--- src/rtl/fetch_sequencer.sv ---
// Program-counter sequencer between the instruction ROM and the decode stage.
// Define FETCH_SEQ_PERF_CNT_EN to add the fetch/stall performance counters.
module fetch_sequencer #(
   parameter int unsigned         INST_WIDTH   = 32,
   parameter int unsigned         MAX_NUM_INST = 128,
   parameter int unsigned         PC_WIDTH     = 32,
   parameter logic [PC_WIDTH-1:0] RESET_PC     = '0,
   localparam int unsigned        ADDR_W       = $clog2(MAX_NUM_INST)
) (
   input  logic                  clk,
   input  logic                  rst_n,
   input  logic                  start_i,
   input  logic                  halt_i,
   output logic [ADDR_W-1:0]     rom_addr_o,
   input  logic [INST_WIDTH-1:0] rom_inst_i,
   output logic                  inst_valid_o,
   input  logic                  inst_ready_i,
   output logic [INST_WIDTH-1:0] inst_o,
   output logic [PC_WIDTH-1:0]   inst_pc_o,
   input  logic                  redirect_i,
   input  logic [PC_WIDTH-1:0]   redirect_pc_i,
   output logic                  busy_o,
`ifdef FETCH_SEQ_PERF_CNT_EN
   output logic [31:0]           fetch_cnt_o,
   output logic [31:0]           stall_cnt_o,
`endif
   output logic                  err_o
);

   typedef enum logic [1:0] {IDLE, RUN, DONE, ERR} state_t;

   localparam logic [PC_WIDTH-3:0] LAST_WORD = (PC_WIDTH-2)'(MAX_NUM_INST - 1);
   localparam logic [PC_WIDTH-3:0] NUM_WORDS = (PC_WIDTH-2)'(MAX_NUM_INST);

   state_t                  state_q, state_d;
   logic [PC_WIDTH-1:0]     pc_q, pc_d;
   logic                    valid_d, err_d, fire;
   logic [INST_WIDTH-1:0]   inst_d;
   logic [PC_WIDTH-1:0]     inst_pc_d;
   logic                    redirect_ok;

   assign rom_addr_o  = pc_q[ADDR_W+1:2];
   assign redirect_ok = (redirect_pc_i[1:0] == 2'b00) &&
                        (redirect_pc_i[PC_WIDTH-1:2] < NUM_WORDS);

   always_ff @(posedge clk or negedge rst_n) begin
      if (!rst_n) begin
         state_q      <= IDLE;
         pc_q         <= RESET_PC;
         inst_valid_o <= 1'b0;
         inst_o       <= '0;
         inst_pc_o    <= '0;
         err_o        <= 1'b0;
         busy_o       <= 1'b0;
      end else begin
         state_q      <= state_d;
         pc_q         <= pc_d;
         inst_valid_o <= valid_d;
         inst_o       <= inst_d;
         inst_pc_o    <= inst_pc_d;
         err_o        <= err_d;
         busy_o       <= (state_d == RUN);
      end
   end

   // Redirect outranks halt, which outranks a fetch; a handshake always retires the output.
   always_comb begin
      state_d   = state_q;
      pc_d      = pc_q;
      valid_d   = inst_valid_o;
      inst_d    = inst_o;
      inst_pc_d = inst_pc_o;
      err_d     = err_o;
      fire      = 1'b0;

      if (inst_valid_o && inst_ready_i) valid_d = 1'b0;

      case (state_q)
         IDLE: begin
            if (start_i) begin
               state_d = RUN;
               pc_d    = RESET_PC;
            end
         end
         RUN, DONE: begin
            if (redirect_i) begin
               valid_d = 1'b0;
               if (redirect_ok) begin
                  pc_d    = redirect_pc_i;
                  state_d = RUN;
               end else begin
                  err_d   = 1'b1;
                  state_d = ERR;
               end
            end else if (state_q == RUN) begin
               if (halt_i) begin
                  state_d = DONE;
               end else if (!inst_valid_o || inst_ready_i) begin
                  fire      = 1'b1;
                  inst_d    = rom_inst_i;
                  inst_pc_d = pc_q;
                  valid_d   = 1'b1;
                  pc_d      = pc_q + PC_WIDTH'(4);
                  if (pc_q[PC_WIDTH-1:2] == LAST_WORD) state_d = DONE;
               end
            end
         end
         default: begin
            state_d = state_q;
         end
      endcase
   end

`ifdef FETCH_SEQ_PERF_CNT_EN
   // Saturating counters so long runs never wrap back to small values.
   always_ff @(posedge clk or negedge rst_n) begin
      if (!rst_n) begin
         fetch_cnt_o <= '0;
         stall_cnt_o <= '0;
      end else begin
         if (fire && (fetch_cnt_o != 32'hFFFF_FFFF))
            fetch_cnt_o <= fetch_cnt_o + 32'd1;
         if (inst_valid_o && !inst_ready_i && (stall_cnt_o != 32'hFFFF_FFFF))
            stall_cnt_o <= stall_cnt_o + 32'd1;
      end
   end
`endif

endmodule
--- config.mk ---
export PLATFORM = sky130hd
export DESIGN_NAME = fetch_sequencer
export DESIGN_NICKNAME = d
export VERILOG_FILES = /design/src/rtl/fetch_sequencer.sv
export SDC_FILE = /design/constraint.sdc
export NUM_CORES = 1
export LEC_CHECK = 0
export BUFFER_PORTS_ARGS = -buffer_cell sky130_fd_sc_hd__buf_2
export CORE_ASPECT_RATIO = 1.1
export CORE_MARGIN = 1
export CORE_UTILIZATION = 25
export CTS_CLUSTER_DIAMETER = 100
export DETAILED_ROUTE_END_ITERATION = 6
export GPL_ROUTABILITY_DRIVEN = 1
export GPL_TIMING_DRIVEN = 0
export HOLD_SLACK_MARGIN = 0.03
export PLACE_DENSITY = 0.5
export SLEW_MARGIN = 25
export SYNTH_ARGS = -nofsm -noshare
export SYNTH_HDL_FRONTEND = slang
export SYNTH_SLANG_ARGS = --single-unit
export TNS_END_PERCENT = 5
--- constraint.sdc ---
create_clock -name clk -period 5.4 [get_ports clk]
set_input_delay 1.08 -clock clk [delete_from_list [all_inputs] [get_ports clk]]
set_output_delay 1.08 -clock clk [all_outputs]
set_load 0.03 [all_outputs]
# Yosys cells after proc, flatten, opt, wreduce, memory -nomap -nowiden
# Index checks and enable logic that the tools add are counted.
[totals] ff_bits=101 word_cells=53 in_bits=70
[classes] n_mux=21 n_eq_ne=9 addsub=1 magnitude_cmp=1 n_reduce_logical=11 bitwise_logic=3
[ops] op="$mux W32" n=6
[ops] op="$pmux W32 S2" n=1
[ops] op="$add A32 B3 Y32 const B" n=1
[ops] op="$eq A30 B7 Y1 const B" n=1
[ops] op="$lt A30 B8 Y1 const B" n=1
[ops] op="$mux W2" n=7
[ops] op="$ne A3 B3 Y1 const B" n=4
[ops] op="$mux W1" n=6
[ops] op="$reduce_and A6 Y1" n=1
[ops] op="$reduce_and A5 Y1" n=1
[ops] op="$eq A2 B1 Y1 const B" n=2
[ops] op="$logic_not A2 Y1" n=2
[ops] op="$pmux W2 S2" n=1
[ops] op="$not A1 Y1" n=3
[ops] op="$reduce_and A3 Y1" n=1
[ops] op="$eq A2 B2 Y1 const B" n=1
[ops] op="$logic_and A1 B1 Y1" n=2
[ops] op="$ne A2 B2 Y1 const B" n=1
[ops] op="$reduce_bool A2 Y1" n=1
[ops] op="$reduce_or A2 Y1" n=1
[ops] op="$logic_not A1 Y1" n=1
[ops] op="$logic_or A1 B1 Y1" n=1

# Logic depth before layout (Yosys ltp)
# Gate-level depths: netlist (run 1).
[logic_depth] ltp_word=8 mapped_depth=9 ltp_nobuf=7

# Least setup slack after synthesis (run 1)
# OpenSTA, ideal clock, no wires.
[synth_path] path_kind="in2reg" start="input redirect_i" end="register inst_o[11]" cell_stages=6 path_buffers=2 arrival_ns=2.429 setup_time_ns=0.125 slack_ns=2.846 required_ns=5.275 cell_sequence="clkbuf_1 > inv_2 > nand2_1 > nor3_4 > buf_2 > mux2_2"
[synth_between] elab_chain_len=2
[synth_rtl] element="from (decl)" line_no="20" source="input logic redirect_i,"
[synth_rtl] element="$not A1 Y1 (no source line)"
[synth_rtl] element="$reduce_and A5 Y1 (no source line)"
[synth_rtl] element="to (signal assigned)" line_no="59" source="inst_o <= inst_d;"
[synth_rtl] element="to (decl)" line_no="18" source="output logic [INST_WIDTH-1:0] inst_o,"
# Every way passes these cells.
# A chain may end at the register's enable or synchronous reset.

# Worst setup path after layout (run 1)
[layout_path] start="register state_q[0]" end="register inst_pc_o[16]"
[layout_between] elab_chain_len=3 elab_cells_between_ends=4 classes_between="2 x eq/ne; 2 x reduce/logical"
[layout_rtl] element="from (decl)" line_no="35" source="state_t state_q, state_d;"
[layout_rtl] element="from (signal assigned)" line_no="56" source="state_q <= state_d;"
[layout_rtl] element="$eq A2 B1 Y1 or $eq A2 B2 Y1 (tied branches)" line_no="78, 95"
[layout_rtl] element="$reduce_or A2 Y1" line_no="78" source="case (state_q)"
[layout_rtl] element="$reduce_and A5 Y1 (no source line) (*)"
[layout_rtl] element="to (signal assigned)" line_no="60" source="inst_pc_o <= inst_pc_d;"
[layout_rtl] element="to (decl)" line_no="19" source="output logic [PC_WIDTH-1:0] inst_pc_o,"
# Mark *: on every way between the ends. The rest lies on a longest branch, timed or not.

==> results of run 1 <==
==> final cells by class <==
cell class / count / area [sq um] / share of cell area
plain buffers: 29 / 155.1 / 0.02497
clock buffers: 10 / 229.0 / 0.03686
clock inverters: 6 / 56.30 / 0.009063
inverters: 5 / 18.77 / 0.003021
multi-input cells: 291 / 2172 / 0.3496
flip-flops and latches: 101 / 2527 / 0.4068
well taps: 247 / 309.0 / 0.04975
repair buffers: 143 / 744.5 / 0.1198
==> logic make-up after synthesis <==
family	synth area share
AO/OA/AOI/OAI	0.1332
flip-flops	0.5186
multiplexers	0.1525
AND/OR/NAND/NOR	0.1479
adder cells (fa/ha/maj)	0.01027
buffers and inverters	0.03569
XOR/XNOR	0.001798
==> metal layers <==
metal | up-vias | part of all wire
li1 | 1910 | -
met1 | 1996 | 0.44
met2 | 139 | 0.48
met3 | 18 | 0.062
met4 | 0 | 0.016
met5 | - | 0
==> final timing paths <==
kind,end,slack [ps],startpoint
max,inst_pc_o[16],2510,state_q[0]
min,err_o,460,err_o
max reg2reg,inst_pc_o[16],2510,state_q[0]
min reg2reg,err_o,460,err_o
max in group asynchronous,inst_o[8],4130,rst_n
min in group asynchronous,err_o,660,rst_n
==> power by group through the flow <==
stage	clock network, mW	registers [mW]	logic [mW]
final	0.636	1.07	1.38
after global routing	0.693	1.11	1.49
after CTS	0.659	1.08	1.39
after detailed placement	0	1.09	1.39
after global placement	0	1.08	1.36
after floorplan	0	1.39	0.652
==> worst max-delay path, delay by kind of cell, from the launching register on <==
| kind | cells | cell delay [ps] |
|---|---|---|
| and+or+nand+nor | 2 | 970 |
| buffers and inverters | 3 | 750 |
| DFF | 1 | 400 |
| muxes | 1 | 370 |
| adders and majority gates | 1 | 280 |
==> cell usage after synthesis, drive strengths merged, types with 4 or more instances <==
library cell,n,area share
a221o,4,0.0082
nor3,11,0.014
a22oi,4,0.0062
a21oi,16,0.016
nand4,8,0.016
o31ai,13,0.020
o211a,4,0.0082
clkbuf,8,0.0062
nor4,14,0.018
inv,5,0.0038
and3,8,0.011
a31oi,11,0.014
buf,21,0.026
mux2,66,0.15
dfrtp,101,0.52
and2,5,0.0064
nand3,13,0.013
nand2,20,0.015
nor2b,6,0.0077
nor4b,4,0.0072
nand2b,4,0.0051
nor2,20,0.015
ha,4,0.010
o21ai,20,0.021
==> flip-flops by register name, indices dropped and copies added (netlist names) <==
register	count
pc_q	32
inst_pc_o	32
inst_o	32
state_q	2
busy_o	1
err_o	1
inst_valid_o	1
==> summary by stage, run 1 <==
Run status
The flow ran to the end, and the final reports show no timing, DRC or antenna violations.

Route
The post-detailed-route DRC marker count is 0. The iteration-0 DRC count of the detailed router is 254. In this run the remaining antenna-violating nets after routing total 0.

The number of vias in the routed layout is 4063. The pre-antenna-repair detailed-routing pass consisted of 6 iterations. The total routed wirelength is around 14000 um. The average vias per placed instance is 4.883.

The detail-routed net length per standard cell is 16.24 um.

Worst hold path
The path category of the worst min-delay check is register to register. Along the worst hold path, the cell count comes to 1.

Final layout
Measured on the finished design, the core utilization comes to 0.3253. The final-layout fill cell count is 1979. In the final design database the tool counted between 600 and 700 nets. After routing the design area is approximately 0.0062 sq mm. The share of post-route cells with drive strength above 1 is 0.4239. 0 antenna diodes ended up in the layout. The synthesis-to-layout area growth is 27.47%.

The library cell used most frequently in the layout, excluding fill and tap cells, is sky130_fd_sc_hd__buf_2. In the layout the commonest cells are sky130_fd_sc_hd__buf_2, sky130_fd_sc_hd__dfrtp_1, sky130_fd_sc_hd__mux2_2. The count of cells in the finished layout, fillers not included, comes to 832.

Critical path
The critical path data required time is 5640 ps. The worst setup path is launched from a register. The path depth of the worst reg2reg path is 7. Among all stages on the critical path, the largest delay is contributed by sky130_fd_sc_hd__nor3_4. Along the worst path, the maximum fanout reaches 10. Walking the worst path, the cells encountered are inv_1 > ha_1 > clkbuf_1 > nand2_1 > nor3_4 > buf_2 > mux2_2. STA classifies the critical path endpoint as a register. The worst setup path is of the register to register kind.

Data arrives at the worst endpoint at approximately 3100 ps. The largest incremental delay on the critical path is 650 ps.

Clocking
The maximum level of the CTS H-tree is 3. The number of buffers inserted during clock tree synthesis is 9. The maximum clock insertion buffer count is 2. The number of gates resized after CTS was 0. The CTS tree is yes.

Counting every sink on the clock net gives 101. The buffer type at the clock tree root is sky130_fd_sc_hd__clkbuf_16. The number of hold-repair buffers added at the cts stage is 0. The clock-pin transition on the worst setup and hold timing paths is 70 ps. At the later pin of the worst-skew pair, clock insertion delay measures 360 ps.

The buffer count from post-CTS setup fixing is 0.

Power
The share of total power consumed by net switching is 0.4351. Dividing total power by cell area gives a power density of around 500 mW/mm^2. The overall power is 3.093 mW. The worst IR drop on VDD is 0.0001883 V. The sequential share of power is 0.347.

The internal portion of total power is 1.747 mW. The analysis attributes to cell leakage a power of 3.039 nW. Of the total power, the clock network draws 0.206. The combinational power share is 0.448. In this run the power spent charging and discharging nets is 1.346 mW.

STA
The total negative slack for setup checks is 0 ps. After layout, the minimum clock period comes to 2894 ps. The worst hold-check slack is 464.7 ps. The final setup violation count is 0.

In the post-route analysis, the smallest setup slack over all paths is 2506 ps. Headroom to the max-slew limit came out at 0.5467. The final worst clock skew is 6.417 ps.

The transition time of the tightest slew-check pin is 677.7 ps. Based on the critical path, the design can be clocked at up to 345.6 MHz. The number of hold-slack violations in the final timing report is 0. The number of max-slew violations in the final report came to 0. Of the available clock period, the critical path in the final layout requires 0.5359. Setup repair after global routing left no endpoint under its margin.

Floorplan
The number of top-level pins is 144. The core area is 0.01910 sq mm. The die span in x is 135.1 um.

The effective utilization at floorplan is 0.2552. The floorplan step defined a die boundary enclosing 0.02006 sq mm. The die outline height is 148.4 um. In this run the core area contains 53 standard-cell rows.

GRT
For this run, global-route usage on met3 was measured as 0.03306. In the global route stage, met2 resource usage came out at 0.2269. The number of global-route vias before repair was 4072.

The layer flagged by global routing as most heavily used is met2. Entering global routing, the biggest net connects 55 pins. The initial antenna violation count is 0. The overall track demand over capacity in global routing is 0.1399. The met1 global-route usage is 0.1809.

The wire length of the first global-routing pass is ~22000 um. After global routing the overflow that remains totals 0.

Yosys
The number of nets in the synthesized netlist is 500. In the synthesized netlist the dominant register cell turns out to be sky130_fd_sc_hd__dfrtp_1. The register bit count reported by yosys is 101. The mean instance size in the synthesized netlist is 11.44 sq um.

Of all flip-flops after synthesis, the portion carrying an async set or reset was 1.000. The cell area that synthesis handed to floorplanning was 0.004873 sq mm. Synthesis produced approximately 430 cells. The number of distinct standard cells referenced by the synthesized netlist is 52. The sequential cell area fraction in the yosys report is 0.5186. In this run, synthesis inferred 0 flip-flops with an integrated enable. The synthesis warning total is 0.

Placed design
Before CTS, the worst setup slack after placement is 2134 ps. After legalization and detailed placement, the total HPWL measured about 10000 um. The area of placed instances is 0.005927 sq mm. In this run, placement finished with an instance count of 816. The count of port buffers added during placement is 142. The routability congestion estimate is roughly 0.85.

Flow run
Across the run, the number of max-cap violations was 0.
No activity file was read; power rests on OpenSTA's default activity.
==> run 2, diff against run 1 <==
PLACE_DENSITY = 0.51   (was 0.5)
clock period = 2.5 ns   (was 5.4 ns; I/O delays follow)
==> run 2 against run 1 <==
Clock skew grew 2.9 ps; sequential power increased by 120%; non-clock buffer count grew 2; final area increased by 0.99%; critical endpoint is now pc_q[29]; largest cell class unchanged.
==> summary by stage, run 2 (synthesized netlist as in run 1, its figures left out) <==
Run status
The run finished with clean final reports.

Clocking
The insertion delay of the later-clocked pin in the worst-skew pair is around 350 ps. In this run the clock root is driven by a sky130_fd_sc_hd__clkbuf_16. No sink is reached through more buffers than the 2 on the longest clock path. The clock sink count is approximately 100. TritonCTS built the clock tree. The maximum level of the CTS H-tree is 3. The number of buffers inserted during clock tree synthesis is 9. After clock tree synthesis, the clock-pin slew on the worst setup and hold paths is 70 ps.

Floorplan
For this configuration, the core starts out at a cell density of 0.2552. The core area is ~0.019 sq mm. The floorplan step set the die height to 148.4 um. The area enclosed by the die boundary is 0.02006 sq mm.

During I/O placement, the number of pins put on the boundary was 144. The floorplan step set the die width to between 100 and 150 um. The floorplan has 53 rows.

Route
The first-pass iteration count of the detailed router is 4. In the routed design, unresolved DRC markers number 0. For this block, the via count after detailed routing is between 4000 and 5000.

In the final routed layout, each cell accounts on average for 16.26 um. The total routed wirelength is about 14000 um. Once detail routing completed, the nets flagged for antenna violations numbered 0. In the routed layout, each cell is associated on average with a via count of a little under 5. For this block, the initial DRC count from the detailed router was 208.

Placed design
The area of placed instances is 0.005927 sq mm. Input and output buffers added on the ports amount to 142. The detailed placement HPWL is 9949 um. The cell count after placement is 816. The routability congestion estimate is 0.8346. OpenSTA, run right after detailed placement, puts the worst setup slack at -363.8 ps.

Final layout
The largest registers in the layout are inst_o (32), inst_pc_o (32), pc_q (32). Of the cells placed in the final design, the portion with a size suffix greater than 1 is 0.4386. The commonest non-fill, non-tap cell in the layout is sky130_fd_sc_hd__buf_2. The area of all placed cells without fillers is 0.006274 sq mm. The number of nets in the layout is 656. The synthesis-to-layout area growth is 28.73%.

In the layout the commonest cells are sky130_fd_sc_hd__buf_2, sky130_fd_sc_hd__dfrtp_1, sky130_fd_sc_hd__mux2_2. The final cell count without fillers is 834.

Power
The worst IR drop on VDD is 0.0004936 V. For this design the ratio of total power to cell area is 1086 mW/mm^2. Summed over all cells, the static leakage comes to 3.071 nW.

GRT
In the global route stage, met3 resource usage came out at 0.02590. The met2 track demand over resource in global routing is 0.2246. The met1 global-route usage is 0.1794. The initial antenna violation count is 1. The most utilized layer in the global route result is met2. The first global-routing pass estimated roughly 21000 um of wire.

The remaining global-route overflow is 0. The number of global-route vias before repair is approximately 4000. In the global route stage, overall resource usage came out at 0.1389. Entering global routing, the biggest net connects 57 pins.

Critical path
The worst setup path is of the register to register kind. Counting cells, the worst reg-to-reg path comes to 8. The critical path launch point type is a register. For the worst setup path, the data arrival time is 2620 ps. Of all nets on the critical path, the largest fanout is 10. The type of destination of the critical path is a register.

The critical path data required time is between 2000 and 3000 ps.

STA
The total negative slack for setup checks is 0 ps. The number of max-slew violations in the final report came to 0. On the final layout, the worst hold slack is 68.04 ps.

In the finished design, the share of the clock period the worst path needs comes to 0.9516. The number of hold-slack violations in the final timing report is 0. The transition time of the tightest slew-check pin is 631.9 ps. The worst slew margin relative to its limit is 0.5755. The final worst slack is 120.9 ps. The final period demand of the worst path is about 2400 ps. Setup violations remaining at the end of the flow were counted as 0. Across the routed clock network, the largest skew measured is 9.342 ps. Setup repair after global routing left no endpoint under its margin. The top achievable clock speed is 420.3 MHz.

Worst hold path
The path category of the worst min-delay check is primary input to async pin.

Flow run
The max-capacitance violation count is 0.
## run 2: per-stage QoR
| stage | power, mW | utilization |
|---|---|---|
| 2_1_floorplan | 4.400 | - |
| 3_3_place_gp | 5.269 | 0.3086 |
| 3_5_place_dp | 5.350 | 0.3103 |
| 4_1_cts | 6.877 | 0.3280 |
| 5_1_grt | 7.213 | 0.3285 |
| 6_report | 6.813 | 0.3285 |
## run 2: path summary, 6_finish.rpt
check / start / endpoint / slack, ps
worst max register to register: state_q[0] / pc_q[29] / 120
min in group clk: rom_inst_i[21] / inst_o[21] / 370
worst min register to register: err_o / err_o / 470
worst max-delay path: state_q[0] / pc_q[29] / 120
max in group asynchronous: rst_n / inst_o[11] / 1800
worst min-delay path: rst_n / err_o / 70
## run 2: critical path, cell delays in order, from the launching register on
cell and delay (ps):
sky130_fd_sc_hd__dfrtp_1 400, sky130_fd_sc_hd__inv_1 80, sky130_fd_sc_hd__ha_1 420, sky130_fd_sc_hd__nor2b_4 210, sky130_fd_sc_hd__o21ai_0 130, sky130_fd_sc_hd__and2_1 250
sky130_fd_sc_hd__nand2_1 150, sky130_fd_sc_hd__buf_2 240, sky130_fd_sc_hd__a221o_1 380
## run 2: power breakdown
| group | switching [mW] | internal, mW | leakage, nW |
|---|---|---|---|
| clock | 0.619 | 0.826 | 0.141 |
| sequential | 0.284 | 2.05 | 1.32 |
| combinational | 1.97 | 1.07 | 1.61 |
| total | 2.87 | 3.94 | 3.07 |
## run 2: final cells by class
type | count | area (sq um)
inverter | 5 | 18.77
sequential | 101 | 2527
clock inverter | 3 | 45.04
antenna | 1 | 2.502
clock buffer | 12 | 256.5
buffer | 28 | 153.9
timing repair buffer | 146 | 767.0
tap | 247 | 309.0
multi-input combinational | 291 | 2193
fill | 1980 | 12820
## run 2: what timing repair did
item                                    CTS  global route
endpoints found under the setup margin   93            94
buffers inserted                          3             0
cloned                                    0             0
pin swaps                                 1             0
gates resized for setup                   5             3
hold buffers                              0             0
## run 2: routing by layer
layer / up-vias / share of wire
met5: - / 0
met3: 15 / 0.063
li1: 1915 / -
met4: 0 / 0.018
met1: 2041 / 0.44
met2: 133 / 0.48
==> run 3, diff against run 2 <==
ABC_AREA = 1   (was not set)
PLACE_DENSITY = 0.5   (was 0.51)
==> run 3 against run 2 <==
Clock power hardly changed; critical path depth is 4 higher; global-route usage is 1.6 points higher; setup slack better by 90 ps; sequential cell count stayed put; sequential power is 14% higher; count of clock-buffer cells in the layout is 2 lower; synthesized cell count is 60% higher; via count is 17% higher; critical path type unchanged; highest routed layer unchanged.
==> summary by stage, run 3 <==
Clocking
The number of hold-repair buffers added at the cts stage is 0. The number of buffers inserted during clock tree synthesis is 9. The root buffer cell chosen for the clock tree is sky130_fd_sc_hd__clkbuf_16. After clock tree synthesis, the repair step resized 0 gates. The longest clock path from root to sink contains 2 buffers. The clock-pin transition on the worst setup and hold timing paths is 70 ps.

Once the clock tree was built, the setup fixing pass inserted 0 buffers. The H-tree was split into 3 levels. TritonCTS built the clock tree. The clock sink count is 101.

The insertion delay of the later-clocked pin in the worst-skew pair is 360 ps.

Floorplan
The die covers 0.02214 sq mm. The die is roughly 140 um wide. For this design the top-level I/O count stands at 144. After floorplanning, the core was divided into 55 placement rows. The core area is 0.02085 sq mm. The floorplan step set the die height to 156.0 um. The effective utilization at floorplan is 0.2584.

Route
The average vias per placed instance is 4.262. The iteration-0 DRC count of the detailed router is around 260. Detailed routing inserted a total of 4799 vias. Summed over all layers, the routed wires come to 16490 um.

The pre-antenna-repair detailed-routing pass consisted of 4 iterations. The detail-routed net length per standard cell is 14.64 um. For this run, design rule violations remaining after detail routing come to 0.

In this run the remaining antenna-violating nets after routing total 0.

Placed design
The cell count after placement is 1110. The routability congestion estimate is ~0.87. The count of port buffers added during placement is 143. The detailed placement HPWL is 12960 um. The worst setup timing slack at the placement stage is between 200 and 250 ps.

Yosys
The biggest area consumer among synthesized cells is sky130_fd_sc_hd__dfrtp_1. During synthesis, Yosys emitted a total of 0 warnings. After synthesis the netlist holds a flip-flop and latch count of slightly above 100. The mean instance size in the synthesized netlist is around 7.9 sq um.

The synthesized design contains 0 enable-type register cells. By count the netlist is led by sky130_fd_sc_hd__nand2_1, sky130_fd_sc_hd__dfrtp_1, sky130_fd_sc_hd__nor2_1. The cell with the most instances after synthesis is sky130_fd_sc_hd__nand2_1. After synthesis, the share of flip-flops with an asynchronous set or reset is 1.000. Summing every instance area after synthesis gives between 0.005 and 0.006 sq mm.

The number of nets in the synthesized netlist is 755. The area share of the leading cell type in the synthesized netlist is 0.4691. The cell count after synthesis came out at a little under 700. For this run, the leading register cell type out of synthesis is sky130_fd_sc_hd__dfrtp_1. Ranked by total cell area, the synthesized netlist is headed by sky130_fd_sc_hd__dfrtp_1, sky130_fd_sc_hd__nand2_1, sky130_fd_sc_hd__mux2_4.

The sequential cell area fraction in the yosys report is 0.4691. The number of distinct standard cells referenced by the synthesized netlist is 32.

GRT
The number of global-route vias before repair is 4645. Across every metal layer, demand over resource in global routing totals 0.1552. The initial antenna violation count was 0. Entering global routing, the biggest net connects 56 pins. The wire length of the first global-routing pass is 25900 um. After global routing the overflow that remains totals 0.

Critical path
The end point of the critical path is pc_q[28]. The dominant cell type by count on the critical path is sky130_fd_sc_hd__nand2_1. The critical path data required time is 2750 ps.

The endpoint identified for the worst register-to-register timing path is pc_q[28]. The type of destination of the critical path is a register. The worst register-to-register path has a setup slack of 210 ps. The most critical setup path has its startpoint at pc_q[3]. The path depth of the worst reg2reg path is 12.

The startpoint of the worst register-to-register path is pc_q[3]. The cell with the largest stage delay on the worst path is sky130_fd_sc_hd__nor2_1. The critical path class is register to register. The maximum net fanout on the critical path is 5. The worst setup path is launched from a register. The data arrival time of the worst path is 2540 ps.

The critical path goes through ha_1 > nand3_1 > nor2_1 > nand2_1 > inv_1 > nand2_1 > nand2_1 > nand2_1 > nand2_1 > nand2_1 > nand3_1 > nand2_1. The largest incremental delay on the critical path is 490 ps.

STA
Setup repair after global routing left no endpoint under its margin. The number of max-slew violations in the final report came to 0. Timing would allow up to roughly 440 MHz. The routed design could run at a clock period as short as roughly 2300 ps. The number of hold-slack violations in the final timing report is 0. The final setup violation count is 0. The worst slew margin relative to its limit is 0.6239. For the final routed database, the setup TNS stands at 0 ps.

Setup slack on the critical path of the routed design comes to approximately 210 ps. The portion of the clock cycle consumed by the worst path in the final layout is 0.9158. Hold timing on the final database bottoms out at a slack of 108.1 ps. Clock skew on the completed layout was measured at 6.059 ps. The transition time of the tightest slew-check pin is approximately 560 ps.

Flow run
The max-capacitance violation count is 0.

Final layout
The largest registers in the layout are inst_o (32), inst_pc_o (32), pc_q (32). Excluding fillers, the count of instances in the completed layout stands at 1126. The number of nets in the layout is 910. The number of antenna diodes in the final layout is 0. The commonest non-fill, non-tap cell in the layout is sky130_fd_sc_hd__nand2_1.

In the layout the commonest cells are sky130_fd_sc_hd__nand2_1, sky130_fd_sc_hd__buf_2, sky130_fd_sc_hd__dfrtp_1. In the final layout, flip-flops and latches occupy 0.002527 sq mm. The share of post-route cells with drive strength above 1 is 0.2640. The multi-input combinational cells in the finished layout cover a total of 0.002464 sq mm. The synthesis-to-layout area growth is 26.06%. The final-layout fill cell count is 2276.

Power
VDD sags by at most 0.0003046 V. The leakage power of the design is 3.480 nW. For this design the ratio of total power to cell area is 1203 mW/mm^2. The overall power is slightly above 8 mW.

Run status
The run finished with clean final reports.

Worst hold path
The worst hold path belongs to the class primary input to async pin.
==> run 3: changes by cell type after synthesis, sizes merged, moves of 14 or more <==
cell   change
nand3     +23
nor2      +62
inv       +49
nand2    +235
mux2      -31
o21ai     +42
nor4      -14
==> run 3: kinds of logic after synthesis <==
group,synth area share
muxes,0.09034
and+or+nand+nor,0.2812
xor gates and xnor gates,0.009754
buffers and inverters,0.07362
DFF,0.4691
AOI/OAI and AO/OA,0.06665
adders and majority gates,0.009290
==> run 3: worst min-delay path by stage <==
stage	from	to	slack [ps]	cells after the start
after CTS	rst_n	inst_o[5]	130	1
after global placement	err_o	err_o	450	2
after global routing	rst_n	inst_o[0]	150	1
final	rst_n	inst_pc_o[5]	110	1
after detailed placement	err_o	err_o	450	2
after floorplan	rst_n	busy_o	200	0
==> run 3: worst max-delay path, delay by kind of cell, from the launching register on <==
kind          cells  cell delay, ps
buf+inv           1             150
flops             1             430
fa+ha+maj         1             320
simple gates     10            1280
==> run 3: power by group <==
part / total [mW] / internal [mW] / switching, mW / leakage (nW)
Clock: 1.45 / 0.785 / 0.666 / 0.143
Sequential: 2.66 / 2.25 / 0.412 / 1.30
Combinational: 4.06 / 1.38 / 2.67 / 2.04
==> run 3: metal layers <==
layer	routed length (um)	global-route usage
met5	0	0
met4	242	0.05120
met3	950	0.03284
met2	7626	0.2533
met1	7668	0.2033
==> run 3: cell type report <==
| type | count | area share |
|---|---|---|
| buffer | 28 | 0.02800 |
| clock buffer | 10 | 0.03371 |
| clock inverter | 6 | 0.01013 |
| inverter | 55 | 0.03040 |
| multi-input combinational | 497 | 0.3627 |
| sequential | 101 | 0.3721 |
| tap | 285 | 0.05251 |
| timing repair buffer | 144 | 0.1104 |
==> run 3: through the flow <==
stage,utilization,area [sq um]
floorplan,-,5388
global placement,0.3098,6460
detailed placement,0.3114,6494
CTS,0.3257,6792
global route,0.3257,6792
finish,0.3257,6792
